<file path="config.mk">
export PLATFORM = sky130hd
export DESIGN_NAME = uart_bus_bridge
export DESIGN_NICKNAME = d
export VERILOG_FILES = /design/src/rtl/uart_bridge_pkg.sv /design/src/rtl/uart_bus_bridge.sv
export SDC_FILE = /design/constraint.sdc
export NUM_CORES = 1
export LEC_CHECK = 0
export ABC_CLOCK_PERIOD_IN_PS = 2050
export CORE_MARGIN = 1
export CORE_UTILIZATION = 46
export DETAILED_ROUTE_END_ITERATION = 8
export GPL_ROUTABILITY_DRIVEN = 0
export PLACE_DENSITY = 0.76
export SETUP_SLACK_MARGIN = 0.1
export SYNTH_ARGS = -nofsm -noshare
export SYNTH_HDL_FRONTEND = slang
export SYNTH_SLANG_ARGS = --single-unit
</file>
<file path="constraint.sdc">
create_clock -name clk_i -period 2.05 [get_ports clk_i]
set_input_delay 0.41 -clock clk_i [delete_from_list [all_inputs] [get_ports clk_i]]
set_output_delay 0.41 -clock clk_i [all_outputs]
set_load 0.01 [all_outputs]
</file>
<file path="src/rtl/uart_bridge_pkg.sv">
// Shared types and framing constants for the UART-to-bus bridge.
package uart_bridge_pkg;

  typedef enum logic [2:0] {
    ST_IDLE,
    ST_ADDR,
    ST_WDATA,
    ST_BUS,
    ST_RESP,
    ST_NAK
  } bridge_state_e;

  localparam logic [7:0] CMD_WR = 8'h57;
  localparam logic [7:0] CMD_RD = 8'h52;
  localparam logic [7:0] ACK    = 8'h06;
  localparam logic [7:0] NAK    = 8'h15;

endpackage

</file>
<file path="src/rtl/uart_bus_bridge.sv">
// UART byte stream to single-cycle bus initiator: decodes framed read/write
// commands, strobes the bus, and returns ACK, NAK or little-endian read data.
//
// state    | meaning
// ---------+-----------------------------------------------
// ST_IDLE  | waiting for a command byte
// ST_ADDR  | collecting NB little-endian address bytes
// ST_WDATA | collecting NB little-endian write-data bytes
// ST_BUS   | one-cycle read or write strobe
// ST_RESP  | offering ACK or the NB read-data bytes
// ST_NAK   | offering a single NAK after a bad command
module uart_bus_bridge
  import uart_bridge_pkg::*;
#(
  parameter int BusDataWidth  = 32,
  parameter int TimeoutCycles = 500_000
) (
  input  logic                    clk_i,
  input  logic                    rst_ni,
  input  logic                    rx_valid_i,
  input  logic [7:0]              rx_data_i,
  output logic                    tx_valid_o,
  output logic [7:0]              tx_data_o,
  input  logic                    tx_ready_i,
  output logic                    bus_wr_en_o,
  output logic                    bus_rd_en_o,
  output logic [BusDataWidth-1:0] bus_addr_o,
  output logic [BusDataWidth-1:0] bus_wdata_o,
  input  logic [BusDataWidth-1:0] bus_rdata_i,
  output logic                    err_o
);

  localparam int NB = BusDataWidth / 8;
  localparam int CW = (NB > 1) ? $clog2(NB) : 1;
  localparam int TW = $clog2(TimeoutCycles + 1);
  localparam logic [CW-1:0] LAST_BYTE = CW'(NB - 1);
  localparam logic [TW-1:0] TMR_LOAD  = TW'(TimeoutCycles);

  bridge_state_e state_q, state_d;

  logic [CW-1:0]           cnt_q;
  logic [TW-1:0]           tmr_q;
  logic [BusDataWidth-1:0] addr_q;
  logic [BusDataWidth-1:0] wdata_q;
  logic [BusDataWidth-1:0] resp_q;
  logic                    is_wr_q;
  logic                    err_q;

  logic good_cmd;
  logic collecting;
  logic last_byte;
  logic timed_out;
  logic busy;
  logic hs;
  logic err_d;

  assign good_cmd   = (rx_data_i == CMD_WR) || (rx_data_i == CMD_RD);
  assign collecting = (state_q == ST_ADDR) || (state_q == ST_WDATA);
  assign last_byte  = rx_valid_i && (cnt_q == LAST_BYTE);
  // A byte arriving on the terminal-count cycle still counts as in time.
  assign timed_out  = collecting && !rx_valid_i && (tmr_q == '0);
  assign busy       = (state_q == ST_BUS) || (state_q == ST_RESP) || (state_q == ST_NAK);
  assign hs         = tx_valid_o && tx_ready_i;
  assign err_d      = (state_q == ST_IDLE && rx_valid_i && !good_cmd)
                    || timed_out
                    || (busy && rx_valid_i);

  always_ff @(posedge clk_i or negedge rst_ni) begin
    if (!rst_ni) state_q <= ST_IDLE;
    else         state_q <= state_d;
  end

  always_comb begin
    state_d = state_q;
    case (state_q)
      ST_IDLE: begin
        if (rx_valid_i) state_d = good_cmd ? ST_ADDR : ST_NAK;
      end
      ST_ADDR: begin
        if (last_byte)      state_d = is_wr_q ? ST_WDATA : ST_BUS;
        else if (timed_out) state_d = ST_IDLE;
      end
      ST_WDATA: begin
        if (last_byte)      state_d = ST_BUS;
        else if (timed_out) state_d = ST_IDLE;
      end
      ST_BUS:  state_d = ST_RESP;
      ST_RESP: begin
        if (hs && (is_wr_q || cnt_q == LAST_BYTE)) state_d = ST_IDLE;
      end
      ST_NAK: begin
        if (hs) state_d = ST_IDLE;
      end
      default: state_d = ST_IDLE;
    endcase
  end

  always_comb begin
    bus_wr_en_o = 1'b0;
    bus_rd_en_o = 1'b0;
    tx_valid_o  = 1'b0;
    tx_data_o   = '0;
    case (state_q)
      ST_BUS: begin
        bus_wr_en_o = is_wr_q;
        bus_rd_en_o = !is_wr_q;
      end
      ST_RESP: begin
        tx_valid_o = 1'b1;
        tx_data_o  = is_wr_q ? ACK : resp_q[7:0];
      end
      ST_NAK: begin
        tx_valid_o = 1'b1;
        tx_data_o  = NAK;
      end
      default: ;
    endcase
  end

  always_ff @(posedge clk_i or negedge rst_ni) begin
    if (!rst_ni) begin
      cnt_q   <= '0;
      tmr_q   <= '0;
      addr_q  <= '0;
      wdata_q <= '0;
      resp_q  <= '0;
      is_wr_q <= 1'b0;
      err_q   <= 1'b0;
    end else begin
      err_q <= err_d;

      if (state_d != state_q)
        cnt_q <= '0;
      else if ((collecting && rx_valid_i) || (state_q == ST_RESP && hs))
        cnt_q <= cnt_q + CW'(1);

      // Inter-byte down-counter, reloaded by every byte of the frame.
      if (state_d == ST_ADDR || state_d == ST_WDATA)
        tmr_q <= rx_valid_i ? TMR_LOAD : tmr_q - TW'(1);
      else
        tmr_q <= '0;

      if (state_q == ST_IDLE && rx_valid_i && good_cmd)
        is_wr_q <= (rx_data_i == CMD_WR);

      if (state_q == ST_ADDR && rx_valid_i)
        addr_q[8*cnt_q +: 8] <= rx_data_i;

      if (state_q == ST_WDATA && rx_valid_i)
        wdata_q[8*cnt_q +: 8] <= rx_data_i;

      if (state_q == ST_BUS)
        resp_q <= bus_rdata_i;
      else if (state_q == ST_RESP && hs)
        resp_q <= resp_q >> 8;
    end
  end

  assign bus_addr_o  = addr_q;
  assign bus_wdata_o = wdata_q;
  assign err_o       = err_q;

endmodule

</file>
==> metrics.txt <==
outcome finished, violations left; failing checks DRC, setup timing; H-Tree Depth 4; total iterations of the first detailed-routing run 9; clock buffer depth 2; die area 12,600 um2; vias in the first global route 4,766; Placed Instance Area 7370 um2; HPWL Detailed 10,100 um; Crit path depth 7; CP startpoint kind register; io pins 120; nets 743; chip height 112 um; asr flop ratio synth 100%; Data arrival, critical path 2430 ps; crit-path cells buf_4 > or3b_2 > a21o_1 > o31ai_1 > a22oi_2 > buf_12 > nor2_1; Gate power share 40.1%; GRT Total Usage 24.7%; Crit path largest cell delay 510 ps; sequential share of the synthesized area 54.6%; filler instances 783; fin crit share 102%; worst min-delay path category in2reg; Vias 4,643; Worst VDD drop 0.679 mV; sw frac 33.2%; largest net degree at the start of global routing 59; via density per instance 5.48; WP buf/inv 2; cts bufs inserted 17; Design Area, Final 8290 um2; layout cell share with drive strength beyond 1 31.6%; IO buf count 119; CTS tree yes; total wire length 15,200 um; DRC viols 13; clock share of power 32.0%; total grt overflow 0; Max Clk Rate 0.479 GHz; Mean Syn Cell Area 11.0 um2; number of placement rows 39; cell depth of the worst min-delay path 3; TNS Setup -385 ps; Synth-to-Final Area Change 48.4%; Slew Limit Fails 0; unrepaired setup endpoints after global routing true; number of synthesized register bits 122; CP Class reg2reg; Layout Skew 5.68 ps; clock transition at the registers of the reported paths 60 ps; Pint 6.99 mW; starting density of the core 48.1%; Crit path required time 2390 ps; Worst-Skew Late Latency 410 ps; clock tree sinks 122; worst slew pin tran 555 ps; min Tclk post-route 2090 ps; CP top delay family simple AND/OR/NAND/NOR gates; main flop type after synthesis dfrtp_1; Synth warnings 0; P_leak 3.85 nW; Rel. slew slack 63.0%; final setup vio count 21; Core Box Area 11,600 um2; Crit Path Max Fanout 12; Post-synth EDFFs 0; pwr/cell area 1260 nW/um2; Synth Cell Area 5590 um2; DR WL/cell 17.9 um; Critical-path top delay cell or3b_2; Net Switching 3.47 mW; syn_nets 557; final worst setup slack -35.9 ps; max_cap viols 0; R2R cell count 7; Yosys cell types 49; Critical Path Sink Type register; Die Wd 112 um; Ant. Diodes 0; post-route ant nets 0; CTS root buffer clkbuf_16; Synth Instances 506; first-pass GRT wire length 24,300 um; Fin. Hold Viols 0; initial antenna violation count 0; sequential share of power 27.9%; DRT iter0 DRCs 422
[sequential cells by signal, summed over array words and instances (netlist names)]
signal / flops
bus_addr_o: 32
bus_wdata_o: 32
cnt_q: 2
err_o: 1
is_wr_q: 1
resp_q: 32
state_q: 3
tmr_q: 19
[per-layer routing]
layer  GRT usage [%]  routed length (um)
met5               0                   0
met4            8.00                 225
met3            6.16                 923
met2            42.2                7640
met1            30.8                6370
[power by group through the flow]
stage          clock network (mW)  logic (mW)  registers [mW]
4_1_cts                      3.38        3.93            2.90
6_report                     3.35        4.19            2.92
2_1_floorplan                   0        2.10            2.94
3_3_place_gp                    0        3.48            2.91
3_5_place_dp                    0        3.59            2.93
5_1_grt                      3.49        4.53            2.94
[what timing repair did]
item,4_1_cts,5_1_grt
hold buffers,1,0
endpoints found under the hold margin,5,0
buffers inserted,8,4
pin swaps,12,10
endpoints found under the setup margin,56,53
resized for setup,94,25
[worst min-delay path, stage by stage]
cell    delay [ps]
buf_2           90
buf_4          120
a22o_2         130
[path summary, 6_finish.rpt]
check                                     start         endpoint  slack (ps)
worst min register to register  bus_wdata_o[15]  bus_wdata_o[15]         510
worst min-delay path               rx_data_i[5]    bus_addr_o[5]         390
max in group asynchronous                rst_ni    bus_addr_o[7]         830
min in group asynchronous                rst_ni   bus_addr_o[21]         520
worst max-delay path                 state_q[0]         tmr_q[2]         -40
worst max register to register       state_q[0]         tmr_q[2]         -40
[Yosys cell counts (all sizes together) (2+ instances only)]
master / count / area, um2
nor4: 3 / 33.8
inv: 10 / 37.5
dfrtp: 122 / 3050
nor2: 53 / 199
and3: 6 / 37.5
a22o: 16 / 143
a31oi: 2 / 18.8
clkbuf: 14 / 52.6
nand2: 58 / 218
o21ai: 34 / 170
nand4b: 3 / 26.3
or3: 3 / 18.8
ha: 7 / 87.6
o41ai: 2 / 25.0
xor2: 7 / 61.3
o31ai: 2 / 15.0
mux2i: 25 / 250
nor2b: 2 / 12.5
nor3: 12 / 60.1
and2: 2 / 12.5
mux2: 48 / 541
nand3b: 2 / 15.0
xnor2: 10 / 87.6
buf: 8 / 43.8
nand2b: 15 / 93.8
nand3: 4 / 20.0
nor3b: 3 / 22.5
a21oi: 18 / 90.1
or4: 2 / 18.8
nand4: 2 / 12.5
or3b: 2 / 20.0
[cell families (layout without fill, tap and decap cells)]
family	count (synthesis)	count (layout)	synth area share, %
DFF	122	122	54.6
muxes	73	73	14.2
xor gates and xnor gates	17	17	2.67
and+or+nand+nor	175	175	15.1
buffers and inverters	32	231	2.40
adders and majority gates	7	7	1.57
AOI/OAI and AO/OA	80	80	9.47
[through the flow]
step	setup WS, ps	hold slack, ps	util [%]	cells	total power, mW
6_report	-35.9	387	71.4	848	10.5
5_1_grt	-105	375	71.4	848	11.0
4_1_cts	-36.1	363	70.6	844	10.2
3_5_place_dp	-755	433	63.4	804	6.52
3_3_place_gp	-738	424	63.4	804	6.39
2_1_floorplan	-168	114	-	506	5.04
[cell type report]
type	instances	area (um2)	area share, %
Clock inverter	13	215	2.60
Timing Repair Buffer	189	1710	20.7
Inverter	10	37.5	0.453
Clock buffer	19	453	5.46
Tap cell	143	179	2.16
Multi-Input combinational cell	352	2630	31.7
Sequential cell	122	3060	36.9
[layout by cell type (no fill, tap or decap), types with 3 or more instances in the layout]
master and count:
a21oi_1 8, a21oi_2 9, a22o_1 14, and3_1 4, buf_12 3, buf_2 10
buf_4 63, buf_6 5, bufinv_16 5, clkbuf_16 17, clkdlybuf4s50_1 98, clkinv_4 4
dfrtp_1 117, dfrtp_2 5, dlygate4sd2_1 4, ha_1 5, inv_1 9, mux2_2 48
mux2i_1 25, nand2_1 53, nand2_4 3, nand2b_1 11, nand2b_2 3, nand3_1 3
nand4b_1 3, nor2_1 47, nor2_2 3, nor2_4 3, nor3_1 9, nor3_2 3
o21ai_0 33, xnor2_1 10, xor2_1 6
Note: power is estimated with default switching activity, not from simulation.
